==> config.mk <==
export PLATFORM = sky130hd
export DESIGN_NAME = rr_mux_n_1
export DESIGN_NICKNAME = d
export VERILOG_FILES = /design/src/rtl/mux_pkg.sv /design/src/rtl/rr_arbiter.sv /design/src/rtl/rr_mux_n_1.sv
export SDC_FILE = /design/constraint.sdc
export NUM_CORES = 1
export LEC_CHECK = 0
export BUFFER_PORTS_ARGS = -buffer_cell sky130_fd_sc_hd__buf_2
export CAP_MARGIN = 25
export CORE_UTILIZATION = 52
export CTS_CLUSTER_DIAMETER = 50
export DETAILED_ROUTE_END_ITERATION = 12
export PLACE_DENSITY = 0.84
export SYNTH_ARGS = -nofsm -noshare
export SYNTH_HDL_FRONTEND = slang
export SYNTH_SLANG_ARGS = --single-unit
==> constraint.sdc <==
create_clock -name clk -period 3.9 [get_ports clk]
set_input_delay 0.195 -clock clk [delete_from_list [all_inputs] [get_ports clk]]
set_output_delay 0.195 -clock clk [all_outputs]
set_load 0.01 [all_outputs]
==> src/rtl/mux_pkg.sv <==
// Shared definitions for the round-robin N:1 stream mux.
// Select-width helper and packet-mode encodings.
package mux_pkg;

  localparam int MODE_BEAT = 0;
  localparam int MODE_PKT  = 1;

  function automatic int sel_width(input int n);
    return (n <= 2) ? 1 : $clog2(n);
  endfunction

endpackage

==> src/rtl/rr_arbiter.sv <==
// Combinational round-robin arbiter.
// Double-width priority scan starting at ptr; lock narrows to one channel.
module rr_arbiter
  import mux_pkg::*;
#(
  parameter int N  = 8,
  parameter int SW = sel_width(N)
) (
  input  logic [N-1:0]  req,
  input  logic [SW-1:0] ptr,
  input  logic          lock,
  input  logic [SW-1:0] lock_ch,
  output logic [N-1:0]  gnt_onehot,
  output logic [SW-1:0] gnt_idx,
  output logic          gnt_any
);

  logic [N-1:0]   elig;
  logic [2*N-1:0] req2;

  always_comb begin
    elig = req;
    if (lock) elig = req & (N'(1) << lock_ch);
  end

  assign req2 = {elig, elig};

  // Window [ptr, ptr+N) of the doubled vector is the rotated request set.
  always_comb begin
    gnt_onehot = '0;
    gnt_idx    = '0;
    gnt_any    = 1'b0;
    for (int j = 0; j < 2*N; j++) begin
      if (!gnt_any && req2[j] &&
          j >= int'(ptr) && j < int'(ptr) + N) begin
        gnt_any             = 1'b1;
        gnt_idx             = SW'(j % N);
        gnt_onehot[j % N]   = 1'b1;
      end
    end
  end

endmodule

==> src/rtl/rr_mux_n_1.sv <==
// Round-robin N:1 stream mux with registered output.
// Optional packet mode holds the grant until the granted channel's last beat.
module rr_mux_n_1
  import mux_pkg::*;
#(
  parameter int N        = 8,
  parameter int W        = 3,
  parameter int PKT_MODE = MODE_BEAT,
  parameter int SW       = sel_width(N)
) (
  input  logic            clk,
  input  logic            rst_n,
  input  logic [N-1:0]    in_valid,
  output logic [N-1:0]    in_ready,
  input  logic [N*W-1:0]  in_data,
  input  logic [N-1:0]    in_last,
  output logic            out_valid,
  input  logic            out_ready,
  output logic [W-1:0]    out_data,
  output logic            out_last,
  output logic [SW-1:0]   out_sel
);

  logic [SW-1:0] ptr;
  logic          lock;
  logic [SW-1:0] lock_ch;
  logic [N-1:0]  gnt_onehot;
  logic [SW-1:0] gnt_idx;
  logic          gnt_any;
  logic          load_en;
  logic          xfer;
  logic [W-1:0]  sel_data;
  logic          sel_last;
  logic [SW-1:0] ptr_nxt;

  rr_arbiter #(
    .N  (N),
    .SW (SW)
  ) u_arb (
    .req        (in_valid),
    .ptr        (ptr),
    .lock       (lock),
    .lock_ch    (lock_ch),
    .gnt_onehot (gnt_onehot),
    .gnt_idx    (gnt_idx),
    .gnt_any    (gnt_any)
  );

  assign load_en  = !out_valid || out_ready;
  assign xfer     = load_en && gnt_any;
  assign in_ready = (xfer && rst_n) ? gnt_onehot : '0;

  always_comb begin
    sel_data = '0;
    sel_last = 1'b0;
    for (int k = 0; k < N; k++) begin
      if (gnt_onehot[k]) begin
        sel_data = sel_data | in_data[k*W +: W];
        sel_last = sel_last | in_last[k];
      end
    end
  end

  assign ptr_nxt = (gnt_idx == SW'(N-1)) ? '0 : gnt_idx + SW'(1);

  always_ff @(posedge clk or negedge rst_n) begin
    if (!rst_n) begin
      out_valid <= 1'b0;
      out_data  <= '0;
      out_last  <= 1'b0;
      out_sel   <= '0;
      ptr       <= '0;
      lock      <= 1'b0;
      lock_ch   <= '0;
    end else if (load_en) begin
      if (xfer) begin
        out_valid <= 1'b1;
        out_data  <= sel_data;
        out_last  <= sel_last;
        out_sel   <= gnt_idx;
        if (PKT_MODE == MODE_PKT && !sel_last) begin
          lock    <= 1'b1;
          lock_ch <= gnt_idx;
        end else begin
          lock    <= 1'b0;
          ptr     <= ptr_nxt;
        end
      end else begin
        out_valid <= 1'b0;
      end
    end
  end

endmodule

==> results of run 1 <==
## cells by family (layout without fill, tap and decap cells)
| family | count (synthesis) | count (layout) | share of synthesized area, % |
|---|---|---|---|
| AND/OR/NAND/NOR | 77 | 77 | 32.8 |
| AO/OA/AOI/OAI | 52 | 52 | 33.5 |
| buffers and inverters | 17 | 70 | 7.76 |
| flip-flops | 11 | 11 | 19.9 |
| multiplexers | 4 | 4 | 4.33 |
| adder cells (fa/ha/maj) | 2 | 2 | 1.80 |
## worst reg2reg max path, cell delays in order, from the launching register on
cell,delay (ns)
dfrtp_1,0.75
a2bb2oi_1,0.20
or4_4,0.55
nor3b_4,0.39
a32o_1,0.23
or3_4,0.14
ha_1,0.14
ha_1,0.23
mux2_4,0.26
## path summary, 6_finish.rpt
check	to	slack, ns	cells after the start
min reg2reg	out_sel[2]$_DFFE_PN0P_	0.51	1
max reg2reg	ptr[2]$_DFFE_PN0P_	0.90	8
min in group asynchronous	out_sel[1]$_DFFE_PN0P_	0.34	2
max	in_ready[4]	0.56	7
max in group asynchronous	out_sel[0]$_DFFE_PN0P_	3.35	2
min	out_data[0]$_DFFE_PN0P_	0.23	3
## synth_stat cells (2+ instances only)
master	number
a32o_1	5
or2_1	2
nand3_1	11
o21ai_0	3
a21oi_1	7
nand2_1	13
nand2b_1	4
nor2b_1	6
or3_1	2
nand4_1	5
buf_6	5
and3_1	3
a41oi_2	4
inv_1	7
mux2_4	4
a21o_1	2
dfrtp_1	11
ha_1	2
buf_2	5
a221oi_1	9
o21ai_1	4
o211ai_1	2
nor3_1	3
o2111ai_1	4
nor2_1	15
## final cells by class
type                       count  area share [%]
sequential                    11            16.5
multi-input combinational    135            60.1
timing repair buffer          59            18.0
clock buffer                   4            1.57
tap                           30            2.25
inverter                       7            1.57
## registers in the layout, summed over array words and instances (netlist names)
signal / count
out_sel: 3
out_last: 1
out_valid: 1
ptr: 3
out_data: 3
## metrics by stage
step / util [%] / power [mW] / area (um2)
detailed placement: 65.3 / 0.892 / 1630
global route: 66.8 / 1.06 / 1670
CTS: 66.8 / 0.974 / 1670
global placement: 65.3 / 0.869 / 1630
finish: 66.8 / 0.979 / 1670
floorplan: - / 0.764 / 1390
## power by group through the flow
| stage | logic, mW | clock network, mW | registers, mW |
|---|---|---|---|
| global route | 0.690 | 0.0817 | 0.285 |
| CTS | 0.626 | 0.0774 | 0.271 |
| finish | 0.630 | 0.0737 | 0.275 |
| global placement | 0.603 | 0 | 0.265 |
| detailed placement | 0.619 | 0 | 0.273 |
| floorplan | 0.552 | 0 | 0.212 |
## layer usage
metal	track usage [%]	vias to the layer above	wire length, um	share of wire (%)
met3	4.24	4	339	8.7
met4	12.3	0	51	1.3
li1	-	749	-	-
met5	0	-	0	0
met1	42.8	709	1700	44
met2	45.4	96	1790	46
==> results.cfg, run 1 <==
[status]
outcome = finished, final reports clean

[global_route]
grt_pass1_wl_mm = 6.23
grt_pass1_vias = 1355
grt_max_degree = 21
groute.usage.overall_pct = 30.1
gr-total-overflow = 0
antenna_found_initial = 0

[pwr]
seq_power_share_pct = 28.1
power.density_nw_per_um2 = 586
p_switching_uw = 480
combinationalPowerShare_pct = 64.4
p_sw_share_pct = 49.1
ir_drop_uv = 437
p_leak_nw = 0.737
p_int_uw = 498
clock_power_share_pct = 7.5

[synth]
syn_inst = 163
ys_seq_area_share_pct = 19.9
synth_top_flop_cell = dfrtp_1
synth_cell_types = 50
synth_top_area_cell = dfrtp_1
synthTopCellsByArea = dfrtp_1 20%, a221oi_1 5.7%, a41oi_2 4.7%, mux2_4 4.3%, buf_6 4.1%
yosysWarnings = 3
synth-edff-count = 0
async_flop_share_pct = 100
postSynthAreaPerCell_um2 = 8.51
synth_top_area_share_pct = 19.9
ys_ff_latch = 11
synth_fp_nets = 208
synth_area_um2 = 1390

[detailed_routing]
postRouteAntennaNets = 0
routed_wl_mm = 3.88
num_vias = 1558
wl_per_cell_um = 15.8
route.detailed.drc = 0
drt_iter0_drc = 66
vias_per_cell = 6.33
drt-pass1-iter-count = 7

[sta]
hold_ws_ns = 0.230
worst_pin_slew_ns = 0.938
rsz0062_at_grt = false
min_period_ns = 3.34
setup_tns_ns = 0
maxSlewViolCount = 0
fin_ws_ns = 0.559
max_slew_margin_pct = 37.1
period_share_pct = 85.7
max_freq_mhz = 299
finalSetupViolations = 0
finalHoldViolCount = 0
fin_skew_ns = 0.00502

[min_path]
holdCritStartpoint = in_data[15]
hp-class = input port to register

[floorplan]
io_pins = 59
core_um2 = 2500
die_area_um2 = 2880
die_w_um = 53.6
std_cell_rows = 18
die_y_um = 53.6
start_util_pct = 55.5

[final_layout]
drive_above_1_share_pct = 37.0
n_fill_cell = 226
area_growth_pct = 20.4
multi_input_area_um2 = 1000
register_area_um2 = 275
fin_nets = 262
stdcell_count = 246
antenna_cells = 0
layout_commonest_cell = buf_2
layout_common_cells = 58 x buf_2, 15 x nor2_1, 13 x nand2_1, 11 x nand3_1, 11 x dfrtp_1

[clock_tree]
clkTransAtPathRegs_ns = 0.06
htreeDepth = 1
cts_tree = done
cts_root_buf = clkbuf_4
post_cts_buffers = 0
worst_skew_pair.late_latency_ns = 0.27
postCtsResizedCells = 0
numCtsBuffers = 3
clk_path_buf_depth = 2
ctsHoldBuffers = 1
cts_sinks = 11

[critical_path]
crit_type = register to output pin
critPathLaunch = ptr[1]$_DFFE_PN0P_
cp_slowest_cell = a21boi_2
critPathTopFamily = simple AND/OR/NAND/NOR gates
crit_chain = or3b_4 > a31oi_4 > nor3b_4 > a21boi_2 > nand2_1 > nor3_1 > buf_2
start_kind = register
critical_path_required_ns = 3.70
reg2reg_from = ptr[1]$_DFFE_PN0P_
crit_buf_inv = 1
cp.arrival_ns = 3.15
worst-path-max-fanout = 20
end_kind = output pin
max_stage_delay_ns = 0.76

[placed_design]
post-place-cells = 241
io_buffers = 58
gp_congestion = 0.898
post-dp-hpwl_mm = 3.07
post-place-ws_ns = 0.869

[flow_run]
maxCapViolCount = 0
No activity file was read; power rests on OpenSTA's default activity.
==> run 2, diff against run 1 <==
==> constraint.sdc (replaced) <==
create_clock -name clk -period 3.9 [get_ports clk]
set_input_delay 0.78 -clock clk [delete_from_list [all_inputs] [get_ports clk]]
set_output_delay 0.78 -clock clk [all_outputs]
set_load 0.01 [all_outputs]
==> run 2 against run 1 <==
  * Register-to-register slack gained 0.06 ns
  * Largest cell class unchanged
  * Global-route usage is 3.2 points lower
  * Flip-flop and latch count stayed put
==> results.cfg, run 2 (synthesis gave the netlist of run 1 again) <==
[critical_path]
cp.arrival_ns = 2.87
critical_path_required_ns = 3.12
worst-path-max-fanout = 14
start_kind = input port
end_kind = output pin
crit_type = input port to output pin

[floorplan]
start_util_pct = 55.5
std_cell_rows = 18
core_um2 = 2500
io_pins = 59
die_y_um = 53.6
die_w_um = 53.6
die_area_um2 = 2880

[global_route]
grt_pass1_wl_mm = 5.71
groute.usage.overall_pct = 26.9
gr-total-overflow = 0
grt_max_degree = 21
grt_pass1_vias = 1278
antenna_found_initial = 0

[detailed_routing]
postRouteAntennaNets = 0
route.detailed.drc = 0
routed_wl_mm = 3.71
drt-pass1-iter-count = 4
drt_iter0_drc = 58
vias_per_cell = 6.19
wl_per_cell_um = 15.0
num_vias = 1530

[sta]
maxSlewViolCount = 0
setup_tns_ns = 0
min_period_ns = 3.65
period_share_pct = 93.7
worst_pin_slew_ns = 0.616
finalSetupViolations = 0
max_slew_margin_pct = 59.0
rsz0062_at_grt = false
finalHoldViolCount = 0
max_freq_mhz = 274
fin_skew_ns = 0.00831
fin_ws_ns = 0.248

[placed_design]
gp_congestion = 0.901
placed_area_um2 = 1650
post-dp-hpwl_mm = 2.95
io_buffers = 58
post-place-ws_ns = 0.281

[final_layout]
stdcell_area_um2 = 1670
fin_nets = 263
drive_above_1_share_pct = 37.8
layout_common_cells = 58 x buf_2, 15 x nor2_1, 13 x nand2_1, 11 x nand3_1, 11 x dfrtp_1
reg.largest.list = out_data: 3 flops, out_sel: 3 flops, ptr: 3 flops
area_growth_pct = 20.8
layout_commonest_cell = buf_2
antenna_cells = 0

[pwr]
total_power_uw = 972
power.density_nw_per_um2 = 580
p_leak_nw = 0.743
ir_drop_uv = 428

[clock_tree]
numCtsBuffers = 3
cts_tree = done
cts_sinks = 11
clk_path_buf_depth = 2
ctsHoldBuffers = 0
htreeDepth = 1
postCtsResizedCells = 0
post_cts_buffers = 0
worst_skew_pair.late_latency_ns = 0.27
clkTransAtPathRegs_ns = 0.07
cts_root_buf = clkbuf_4

[min_path]
hp-class = input port to async pin

[status]
outcome = finished, final reports clean

[flow_run]
maxCapViolCount = 0
-- run 2: changes by cell type in the layout (fill, tap and decap cells not counted), sizes merged --
cell,change
dlygate4sd3,-1
buf,+2
-- run 2: final cells by class --
class | count | area [um2]
clock buffer | 4 | 26.3
fill | 208 | 826
inverter | 7 | 26.3
multi-input combinational | 135 | 1000
sequential | 11 | 275
tap | 30 | 37.5
timing repair buffer | 60 | 305
-- run 2: per-stage QoR --
| step | hold WS [ns] | util [%] | instances |
|---|---|---|---|
| after floorplan | 0.484 | - | 163 |
| after global placement | 0.491 | 65.9 | 243 |
| after detailed placement | 0.495 | 65.9 | 243 |
| after CTS | 0.378 | 67.0 | 247 |
| after global routing | 0.399 | 67.0 | 247 |
| final | 0.383 | 67.0 | 247 |
-- run 2: final timing paths --
| path | cells after the start | endpoint | from | slack (ns) |
|---|---|---|---|---|
| setup / recovery | 8 | in_ready[4] | in_valid[0] | 0.25 |
| hold / removal | 1 | out_sel[0]$_DFFE_PN0P_ | rst_n | 0.38 |
| setup reg to reg | 8 | ptr[2]$_DFFE_PN0P_ | ptr[2]$_DFFE_PN0P_ | 0.96 |
| hold reg to reg | 1 | out_sel[0]$_DFFE_PN0P_ | out_sel[0]$_DFFE_PN0P_ | 0.52 |
| max in group asynchronous | 1 | out_last$_DFFE_PN0P_ | rst_n | 3.29 |
| min in group clk | 1 | out_sel[0]$_DFFE_PN0P_ | out_sel[0]$_DFFE_PN0P_ | 0.52 |
-- run 2: critical path, stage by stage --
cell	delay, ns
buf_2	0.21
or3b_4	0.42
a31oi_4	0.20
nor3b_4	0.11
a21boi_2	0.49
nand2_1	0.28
nor3_1	0.22
buf_2	0.16
-- run 2: report_power, final --
part / total [mW] / switching, mW / internal (mW)
clock: 0.0738 / 0.0343 / 0.0395
combinational: 0.629 / 0.332 / 0.297
sequential: 0.269 / 0.102 / 0.167
-- run 2: metal layers --
metal	global-route usage, %	vias to the layer above	part of all wire [%]
li1	-	748	-
met1	37.7	692	44
met2	41.3	83	46
met3	3.11	7	8.7
met4	11.8	0	1.5
met5	0	-	0
